## src/rtl/led_pkg.sv

```systemverilog
// led_pkg: shared mode encoding and PWM constants for the LED controller.
package led_pkg;
   localparam int LED_MODE_W = 2;
   localparam int PWM_STEPS = 15;
   typedef enum logic [LED_MODE_W-1:0] {
      LED_MODE_OFF   = 2'd0,
      LED_MODE_ON    = 2'd1,
      LED_MODE_BLINK = 2'd2,
      LED_MODE_BURST = 2'd3
   } led_mode_e;
   function automatic logic is_running(led_mode_e m);
      return m == LED_MODE_BLINK || m == LED_MODE_BURST;
   endfunction
endpackage

```

## src/rtl/led_blink_ctrl_if.sv

```systemverilog
// led_blink_ctrl_if: config bus and LED outputs of led_blink_ctrl.
// cfg_bright exists only when LED_BRIGHT_EN is defined.
interface led_blink_ctrl_if
   import led_pkg::*;
#(
   parameter int CH_NUM   = 4,
   parameter int PERIOD_W = 10,
   parameter int CNT_W    = 4
) ();
   localparam int CH_W = CH_NUM > 1 ? $clog2(CH_NUM) : 1;
   logic                  cfg_we;
   logic [CH_W-1:0]       cfg_ch;
   logic [LED_MODE_W-1:0] cfg_mode;
   logic [PERIOD_W-1:0]   cfg_half_period;
   logic [CNT_W-1:0]      cfg_count;
`ifdef LED_BRIGHT_EN
   logic [3:0]            cfg_bright;
`endif
   logic                  tick;
   logic [CH_NUM-1:0]     led;
   logic [CH_NUM-1:0]     burst_done;
   modport master (
      output cfg_we, cfg_ch, cfg_mode, cfg_half_period, cfg_count,
`ifdef LED_BRIGHT_EN
      output cfg_bright,
`endif
      input  tick, led, burst_done
   );
   modport slave (
      input  cfg_we, cfg_ch, cfg_mode, cfg_half_period, cfg_count,
`ifdef LED_BRIGHT_EN
      input  cfg_bright,
`endif
      output tick, led, burst_done
   );
endinterface

```

## src/rtl/led_tick_gen.sv

```systemverilog
// led_tick_gen: free-running prescaler, registered 1-clk tick every TICK_DIV clocks.
module led_tick_gen #(
   parameter int TICK_DIV = 50_000
) (
   input  logic clk,
   input  logic rst_n,
   output logic tick
);
   localparam int CW = $clog2(TICK_DIV);
   logic [CW-1:0] cnt_q, cnt_d;
   logic          tick_q;
   assign cnt_d = (cnt_q == CW'(TICK_DIV - 1)) ? '0 : cnt_q + CW'(1);
   always_ff @(posedge clk or negedge rst_n)
      if (!rst_n) begin
         cnt_q  <= '0;
         tick_q <= 1'b0;
      end else begin
         cnt_q  <= cnt_d;
         tick_q <= cnt_d == CW'(TICK_DIV - 1);
      end
   assign tick = tick_q;
endmodule

```

## src/rtl/led_blink_ctrl.sv

```systemverilog
// led_blink_ctrl: CH_NUM LED channels (OFF/ON/BLINK/BURST) paced by a shared tick.
// Optional LED_BRIGHT_EN adds per-channel 15-step PWM brightness on led.
module led_blink_ctrl
   import led_pkg::*;
#(
   parameter int CLK_FREQ_HZ = 50_000_000,
   parameter int TICK_HZ     = 1_000,
   parameter int CH_NUM      = 4,
   parameter int PERIOD_W    = 10,
   parameter int CNT_W       = 4
) (
   input logic             clk,
   input logic             rst_n,
   led_blink_ctrl_if.slave bus
);
   localparam int TICK_DIV = CLK_FREQ_HZ / TICK_HZ;
   localparam int CH_W = CH_NUM > 1 ? $clog2(CH_NUM) : 1;
   logic              tick;
   logic [CH_NUM-1:0] led_v, done_v;
   led_tick_gen #(.TICK_DIV(TICK_DIV)) u_tick (
      .clk  (clk),
      .rst_n(rst_n),
      .tick (tick)
   );
   assign bus.tick       = tick;
   assign bus.led        = led_v;
   assign bus.burst_done = done_v;
`ifdef LED_BRIGHT_EN
   logic [3:0] pwm_q, pwm_d;
   assign pwm_d = (pwm_q == 4'(PWM_STEPS - 1)) ? 4'd0 : pwm_q + 4'd1;
   always_ff @(posedge clk or negedge rst_n)
      if (!rst_n) pwm_q <= 4'd0;
      else pwm_q <= pwm_d;
`endif
   for (genvar c = 0; c < CH_NUM; c++) begin : g_ch
      led_mode_e           mode_q, mode_d;
      logic [PERIOD_W-1:0] hp_q, hp_d, ph_q, ph_d;
      logic [CNT_W-1:0]    rem_q, rem_d;
      logic                st_q, st_d, done_q, done_d;
      logic                wr, wrap;
      // Out-of-range cfg_ch never matches any channel index, so it is dropped.
      assign wr   = bus.cfg_we && bus.cfg_ch == CH_W'(c);
      assign wrap = ph_q == hp_q - PERIOD_W'(1);
      always_ff @(posedge clk or negedge rst_n)
         if (!rst_n) begin
            mode_q <= LED_MODE_OFF;
            hp_q   <= '0;
            ph_q   <= '0;
            rem_q  <= '0;
            st_q   <= 1'b0;
            done_q <= 1'b0;
         end else begin
            mode_q <= mode_d;
            hp_q   <= hp_d;
            ph_q   <= ph_d;
            rem_q  <= rem_d;
            st_q   <= st_d;
            done_q <= done_d;
         end
      always_comb begin
         mode_d = mode_q;
         hp_d   = hp_q;
         ph_d   = ph_q;
         rem_d  = rem_q;
         st_d   = st_q;
         done_d = 1'b0;
         if (wr) begin
            mode_d = led_mode_e'(bus.cfg_mode);
            hp_d   = (bus.cfg_half_period == '0) ? PERIOD_W'(1) : bus.cfg_half_period;
            ph_d   = '0;
            rem_d  = bus.cfg_count;
            st_d   = bus.cfg_mode != LED_MODE_OFF;
         end else if (mode_q == LED_MODE_BURST && rem_q == '0) begin
            mode_d = LED_MODE_OFF;
            st_d   = 1'b0;
            done_d = 1'b1;
         end else if (is_running(mode_q) && tick) begin
            ph_d = wrap ? '0 : ph_q + PERIOD_W'(1);
            if (wrap) begin
               st_d = !st_q;
               // Each falling edge closes one burst pulse; the last one ends the burst.
               if (mode_q == LED_MODE_BURST && st_q) begin
                  rem_d = rem_q - CNT_W'(1);
                  if (rem_q == CNT_W'(1)) begin
                     mode_d = LED_MODE_OFF;
                     done_d = 1'b1;
                  end
               end
            end
         end
      end
      assign done_v[c] = done_q;
`ifdef LED_BRIGHT_EN
      logic [3:0] br_q, br_d;
      logic       led_q, led_d;
      assign br_d = wr ? bus.cfg_bright : br_q;
      always_comb led_d = st_d && (pwm_d < br_d);
      always_ff @(posedge clk or negedge rst_n)
         if (!rst_n) begin
            br_q  <= 4'd15;
            led_q <= 1'b0;
         end else begin
            br_q  <= br_d;
            led_q <= led_d;
         end
      assign led_v[c] = led_q;
`else
      assign led_v[c] = st_q;
`endif
   end
endmodule

```

## src/flat_wrapper.sv

```systemverilog
// flat-port wrapper written by rule: the top's interface ports become plain ports
module led_blink_ctrl_flat import led_pkg::*;
#(
   parameter int CLK_FREQ_HZ = 50_000_000,
   parameter int TICK_HZ     = 1_000,
   parameter int CH_NUM      = 4,
   parameter int PERIOD_W    = 10,
   parameter int CNT_W       = 4
)
  (clk, rst_n, bus_cfg_we, bus_cfg_ch, bus_cfg_mode, bus_cfg_half_period, bus_cfg_count, bus_tick, bus_led, bus_burst_done);
  led_blink_ctrl_if #(.CH_NUM(CH_NUM), .PERIOD_W(PERIOD_W), .CNT_W(CNT_W)) bus_i ();
  input logic clk;
  input logic rst_n;
  input wire logic [$bits(bus_i.cfg_we)-1:0] bus_cfg_we;
  input wire logic [$bits(bus_i.cfg_ch)-1:0] bus_cfg_ch;
  input wire logic [$bits(bus_i.cfg_mode)-1:0] bus_cfg_mode;
  input wire logic [$bits(bus_i.cfg_half_period)-1:0] bus_cfg_half_period;
  input wire logic [$bits(bus_i.cfg_count)-1:0] bus_cfg_count;
  output wire logic [$bits(bus_i.tick)-1:0] bus_tick;
  output wire logic [$bits(bus_i.led)-1:0] bus_led;
  output wire logic [$bits(bus_i.burst_done)-1:0] bus_burst_done;
  assign bus_i.cfg_we = bus_cfg_we;
  assign bus_i.cfg_ch = bus_cfg_ch;
  assign bus_i.cfg_mode = bus_cfg_mode;
  assign bus_i.cfg_half_period = bus_cfg_half_period;
  assign bus_i.cfg_count = bus_cfg_count;
  assign bus_tick = bus_i.tick;
  assign bus_led = bus_i.led;
  assign bus_burst_done = bus_i.burst_done;
  led_blink_ctrl #(.CLK_FREQ_HZ(CLK_FREQ_HZ), .TICK_HZ(TICK_HZ), .CH_NUM(CH_NUM), .PERIOD_W(PERIOD_W), .CNT_W(CNT_W)) u_core (.clk(clk), .rst_n(rst_n), .bus(bus_i));
endmodule
```

## config.mk

```make
export PLATFORM = sky130hd
export DESIGN_NAME = led_blink_ctrl_flat
export DESIGN_NICKNAME = d
export VERILOG_FILES = /design/src/rtl/led_pkg.sv /design/src/rtl/led_blink_ctrl_if.sv /design/src/rtl/led_tick_gen.sv /design/src/rtl/led_blink_ctrl.sv /design/src/flat_wrapper.sv
export SDC_FILE = /design/constraint.sdc
export NUM_CORES = 1
export LEC_CHECK = 0
export CORE_MARGIN = 5
export CORE_UTILIZATION = 61
export DETAILED_ROUTE_END_ITERATION = 16
export PLACE_DENSITY = 0.8
export SYNTH_ARGS = -nofsm -noshare
export SYNTH_HDL_FRONTEND = slang
export SYNTH_SLANG_ARGS = --single-unit
```

## constraint.sdc

```tcl
create_clock -name clk -period 3.5 [get_ports clk]
set_clock_uncertainty 0.15 [all_clocks]
set_input_delay 0.7 -clock clk [delete_from_list [all_inputs] [get_ports clk]]
set_output_delay 0.7 -clock clk [all_outputs]
set_load 0.05 [all_outputs]
```

# Yosys cells after proc, flatten, opt, wreduce, memory -nomap -nowiden
# Index checks and enable logic that the tools add are counted.
# totals
regBits	129
inputBits	21
wordCells	241
# classes
add_sub_neg	13
eq_ne	25
mux	102
reduce_logical	75
# ops
op	count
2-to-1 mux 10 bit	17
2-to-1 mux 4 bit	20
2-to-1 mux 2 bit	24
nonzero test 3 bit	16
adder 10 x 1 -> 10 bit (second input constant)	4
== test 10 bit	4
2-to-1 mux 1 bit	40
subtractor 10 x 1 -> 10 bit (second input constant)	4
== test 16 bit (second input constant)	2
AND reduction 4 bit	8
nonzero test 2 bit	13
== test 2 bit (second input constant)	10
adder 16 x 1 -> 16 bit (second input constant)	1
== test 4 x 1 -> 1 bit (second input constant)	4
logical AND 1 bit	16
logical NOT 4 bit	4
2-to-1 mux 16 bit	1
AND reduction 2 bit	8
subtractor 4 x 1 -> 4 bit (second input constant)	4
logical NOT 10 bit	1
inequality test 2 x 1 -> 1 bit (second input constant)	4
logical NOT 1 bit	4
logical OR 1 bit	4
== test 2 x 1 -> 1 bit (second input constant)	1
logical NOT 2 bit	1

# Longest topological paths before layout
# depth
ltp_word	7
mapped_depth	11
ltp_nobuf	9

# By module
# A second synthesis with hierarchy kept.
# unflattened
cells_unflattened	888
area_unflattened_um2	7867.5
# modules_own_cells
module	instances	cells_per_inst	area_per_inst_um2	seq_area_each_um2
led_blink_ctrl	1	799	6937.9	2802.7
led_tick_gen	1	89	929.6	425.4

# Least setup slack after synthesis
# No wires, ideal clock.
# synth_path
path_type	flip-flop to flip-flop
start	register u_core.g_ch[0].hp_q[2]
end	register u_core.g_ch[0].rem_q[2]
arrival_ns	2.395
slack_ns	0.831
stages_incl_launch_ff	8
n_path_buf	0
synth_period_minus_slack_ns	2.669
path_cell_list	dfrtp_1 -> or3_4 -> or4_4 -> a2111oi_4 -> o2111ai_2 -> nor2_1 -> a41oi_1 -> a211o_1
# synth_via
elab_chain_cells	4
# synth_lines
element	line	source
start, declared	led_blink_ctrl.sv:37	logic [PERIOD_W-1:0] hp_q, hp_d, ph_q, ph_d;
start signal, assigned	led_blink_ctrl.sv:54	hp_q <= hp_d;
subtractor 10 x 1 -> 10 bit	led_blink_ctrl.sv:43	assign wrap = ph_q == hp_q - PERIOD_W'(1);
== test 10 bit	led_blink_ctrl.sv:43	
nonzero test 2 bit (no source line)	-	
AND reduction 4 bit (no source line)	-	
end signal, assigned	led_blink_ctrl.sv:56	rem_q <= rem_d;
end, declared	led_blink_ctrl.sv:38	logic [CNT_W-1:0] rem_q, rem_d;
# Every way passes these cells.
# A chain may end at the register's enable or synchronous reset.

# Worst setup path after layout
# layout_path
start	register u_core.g_ch[1].hp_q[0]
end	register u_core.g_ch[1].rem_q[3]
# layout_via
elab_chain_cells	4
# layout_lines
element	line
start, declared	led_blink_ctrl.sv:37
start signal, assigned	led_blink_ctrl.sv:54
subtractor 10 x 1 -> 10 bit	led_blink_ctrl.sv:43
== test 10 bit	led_blink_ctrl.sv:43
nonzero test 2 bit (no source line)	-
AND reduction 4 bit (no source line)	-
end signal, assigned	led_blink_ctrl.sv:56
end, declared	led_blink_ctrl.sv:38
# Every way passes these cells.

==> impl_metrics.toml <==
[status]
status = "completed"

[logic_synthesis]
ys_ff_latch = 129
synth_top_family_by_area = "simple AND/OR/NAND/NOR gates"
syn_avg_cell_area_sq_um = 8.413
synth_top_area_share_pct = 40.01
netlist_instances = 959
synth_area_sq_mm = 0.008068
async_reset_ff_share_pct = 100.0
synth_fp_nets = 1002
yosysSeqAreaShare_pct = 40.01
yosys-top-cells-area = "dfrtp_1 (40%), nand2_1 (8.1%), xnor2_1 (3.9%)"
synth_ff_type = "dfrtp_1"
synth_xor_area_share_pct = 6.483
synth_top_area_cell = "dfrtp_1"
yosys.area_share.adder_pct = 3.412
synth_edf_count = 0
synth.area.mux_share_pct = 1.070
synth_warnings = 0
synth-simple-area-share_pct = 30.91
synth_compound_area_share_pct = 13.73
synth.distinct_cells = 71

[worst_setup_path]
critical_path_class = "register to register"
cp.arrival_ns = 3.26
cpMaxStageDelayCell = "or4_1"
reg2reg_to = "u_core.g_ch[1].rem_q[3]$_DFFE_PN0P_"
startpoint_type = "register"
crit_top_cell = "or3_1"
r2r_slack_ns = 0.44
required_ns = 3.70
cpPeakStageDelay_ns = 0.61
cp-end-kind = "register"
path_max_fanout = 17
crit_chain = "inv_1 > ha_1 > nand2b_1 > or3_1 > or3_1 > a211oi_2 > nand2_1 > or4_1 > a31oi_1"
reg2reg_depth = 9
r2r-start = "u_core.g_ch[1].hp_q[0]$_DFFE_PN0P_"

[clocking]
cts.sinks = 129
clock_path_buffers = 2
cts_tree = "built"
root_buffer = "clkbuf_16"
clock_latency_ns = 0.43
numCtsBuffers = 17
ctsResizeCount = 0
clock_tree.htree_level_count = 4
path_clk_slew_ns = 0.06
postCtsSetupBuffers = 0
postCtsHoldBufs = 0

[finish]
multi_input_area_sq_mm = 0.004491
drive_gt1_share_pct = 7.464
final_nets = 1010
fillers = 1001
fin_area_sq_mm = 0.009080
final_cell_mix = "nand2_1 (175), dfrtp_1 (129), nor2_1 (57)"
n_antenna_cell = 0
fin_util_pct = 69.39
seq_area_sq_mm = 0.003228
area_growth_pct = 12.55
layout_commonest_cell = "nand2_1"

[timing]
fmax_mhz = 326.6
fin_crit_ns = 3.061
hold_viol_final = 0
slew_headroom_pct = 44.69
rsz0062_at_grt = "no"
setup_violations = 0
maxSlewViolCount = 0
worst_slew_pin_slew_ns = 0.8296
fin_crit_sh_pct = 87.47
final.setup.tns_ns = 0

[grt]
grt_pass1_wl_um = 32500
grt_max_degree = 55
globalRouteOverflowTotal = 0
grt_usage_pct = 25.07
grt_pass1_vias = 6629
antenna_found_initial = 0

[placed_design]
place_area_sq_mm = 0.008464
hpwl_um = 13030
io_buffers = 29
gp_congestion = 0.8565

[power]
leakage_nw = 3.980
peakVddDrop_mv = 0.5107
powerDensity_mw_per_mm2 = 497.6

[floorplan]
initial_core_util_pct = 61.66
core_sq_mm = 0.01309
die_h_um = 125.0
die_area_sq_mm = 0.01563
io_pins = 30
rows = 42
die_w_um = 125.0

[detailed_routing]
wl_um = 19380
ant_nets = 0
route.vias.total = 7141
via_per_inst = 6.188
drc = 0
first_pass_iters = 5
first_iter_violations = 645
wl_per_cell_um = 16.79

[hold_path]
hold_class = "input pin to asynchronous set/reset pin"

[flow_run]
maxCapViolations = 0
-- registers in the layout, indices dropped and copies added (netlist names) --
signal and cells:
u_core.g_ch.mode_q 8, u_core.u_tick.tick 1, u_core.u_tick.cnt_q 16, u_core.g_ch.hp_q 40
u_core.g_ch.ph_q 40, u_core.g_ch.rem_q 16, u_core.g_ch.st_q 4, u_core.g_ch.done_q 4
-- metrics by stage --
stage | setup WS [ns] | instances | hold slack, ns | total power [mW]
global placement | 0.5785 | 1124 | 0.3338 | 2.619
detailed placement | 0.4768 | 1124 | 0.3369 | 2.648
finish | 0.4386 | 1154 | 0.05186 | 4.519
CTS | 0.4605 | 1154 | 0.06839 | 4.528
floorplan | 0.8306 | 959 | 0.2544 | 2.409
global route | 0.2031 | 1154 | 0.08442 | 4.712
-- worst max-delay path by stage --
stage | cells past startpoint | end | slack, ns | start
6_report | 9 | u_core.g_ch[1].rem_q[3]$_DFFE_PN0P_ | 0.44 | u_core.g_ch[1].hp_q[0]$_DFFE_PN0P_
5_1_grt | 9 | u_core.g_ch[1].rem_q[3]$_DFFE_PN0P_ | 0.20 | u_core.g_ch[1].hp_q[0]$_DFFE_PN0P_
4_1_cts | 9 | u_core.g_ch[1].rem_q[3]$_DFFE_PN0P_ | 0.46 | u_core.g_ch[1].hp_q[0]$_DFFE_PN0P_
3_5_place_dp | 9 | u_core.g_ch[1].rem_q[3]$_DFFE_PN0P_ | 0.48 | u_core.g_ch[1].hp_q[0]$_DFFE_PN0P_
3_3_place_gp | 9 | u_core.g_ch[1].rem_q[3]$_DFFE_PN0P_ | 0.58 | u_core.g_ch[1].hp_q[0]$_DFFE_PN0P_
2_1_floorplan | 7 | u_core.g_ch[0].rem_q[2]$_DFFE_PN0P_ | 0.83 | u_core.g_ch[0].hp_q[2]$_DFFE_PN0P_
-- final cells by class --
cell class | count | area share, %
Clock buffer | 19 | 4.988
Timing Repair Buffer | 43 | 4.506
Sequential cell | 129 | 35.55
Clock inverter | 11 | 1.791
Tap cell | 176 | 2.425
Inverter | 31 | 1.282
Multi-Input combinational cell | 745 | 49.46
-- layer usage --
layer	wire [um]	vias up	GRT usage, %
li1	-	3422	-
met1	8566	3461	33.56
met2	9219	223	39.67
met3	1235	35	6.652
met4	354	0	8.865
met5	0	-	0
-- synthesized netlist by cell type, types with 8 or more instances --
library cell,count
xor2_1,21
a31oi_1,19
nor3_1,35
a21oi_1,35
nand4_1,26
nand2_1,175
buf_4,8
dfrtp_1,129
nor2b_1,11
or2_2,8
or3_1,12
xnor2_1,36
nand3_1,49
nor3b_1,13
or4_1,10
clkbuf_1,42
and3_1,25
nor4_1,15
inv_1,31
a22o_1,10
ha_1,22
nor2_1,57
and2_1,9
o21ai_0,51
-- worst max-delay path, delay by kind of cell (launching register included) --
kind            cells  cell delay, ns
simple gates        5            1.70
flops               1            0.44
compound gates      2            0.43
fa+ha+maj           1            0.17
buf+inv             1            0.09
-- kinds of logic after synthesis --
kind of cell    after synthesis
flops                       129
fa+ha+maj                    22
buf+inv                      85
compound gates              170
mux                           8
xor+xnor                     58
simple gates                487
-- report_power, final --
part	switching, mW	internal, mW
Sequential	0.197	1.63
Clock	0.658	1.21
Combinational	0.457	0.363
Note: power is estimated with default switching activity, not from simulation.
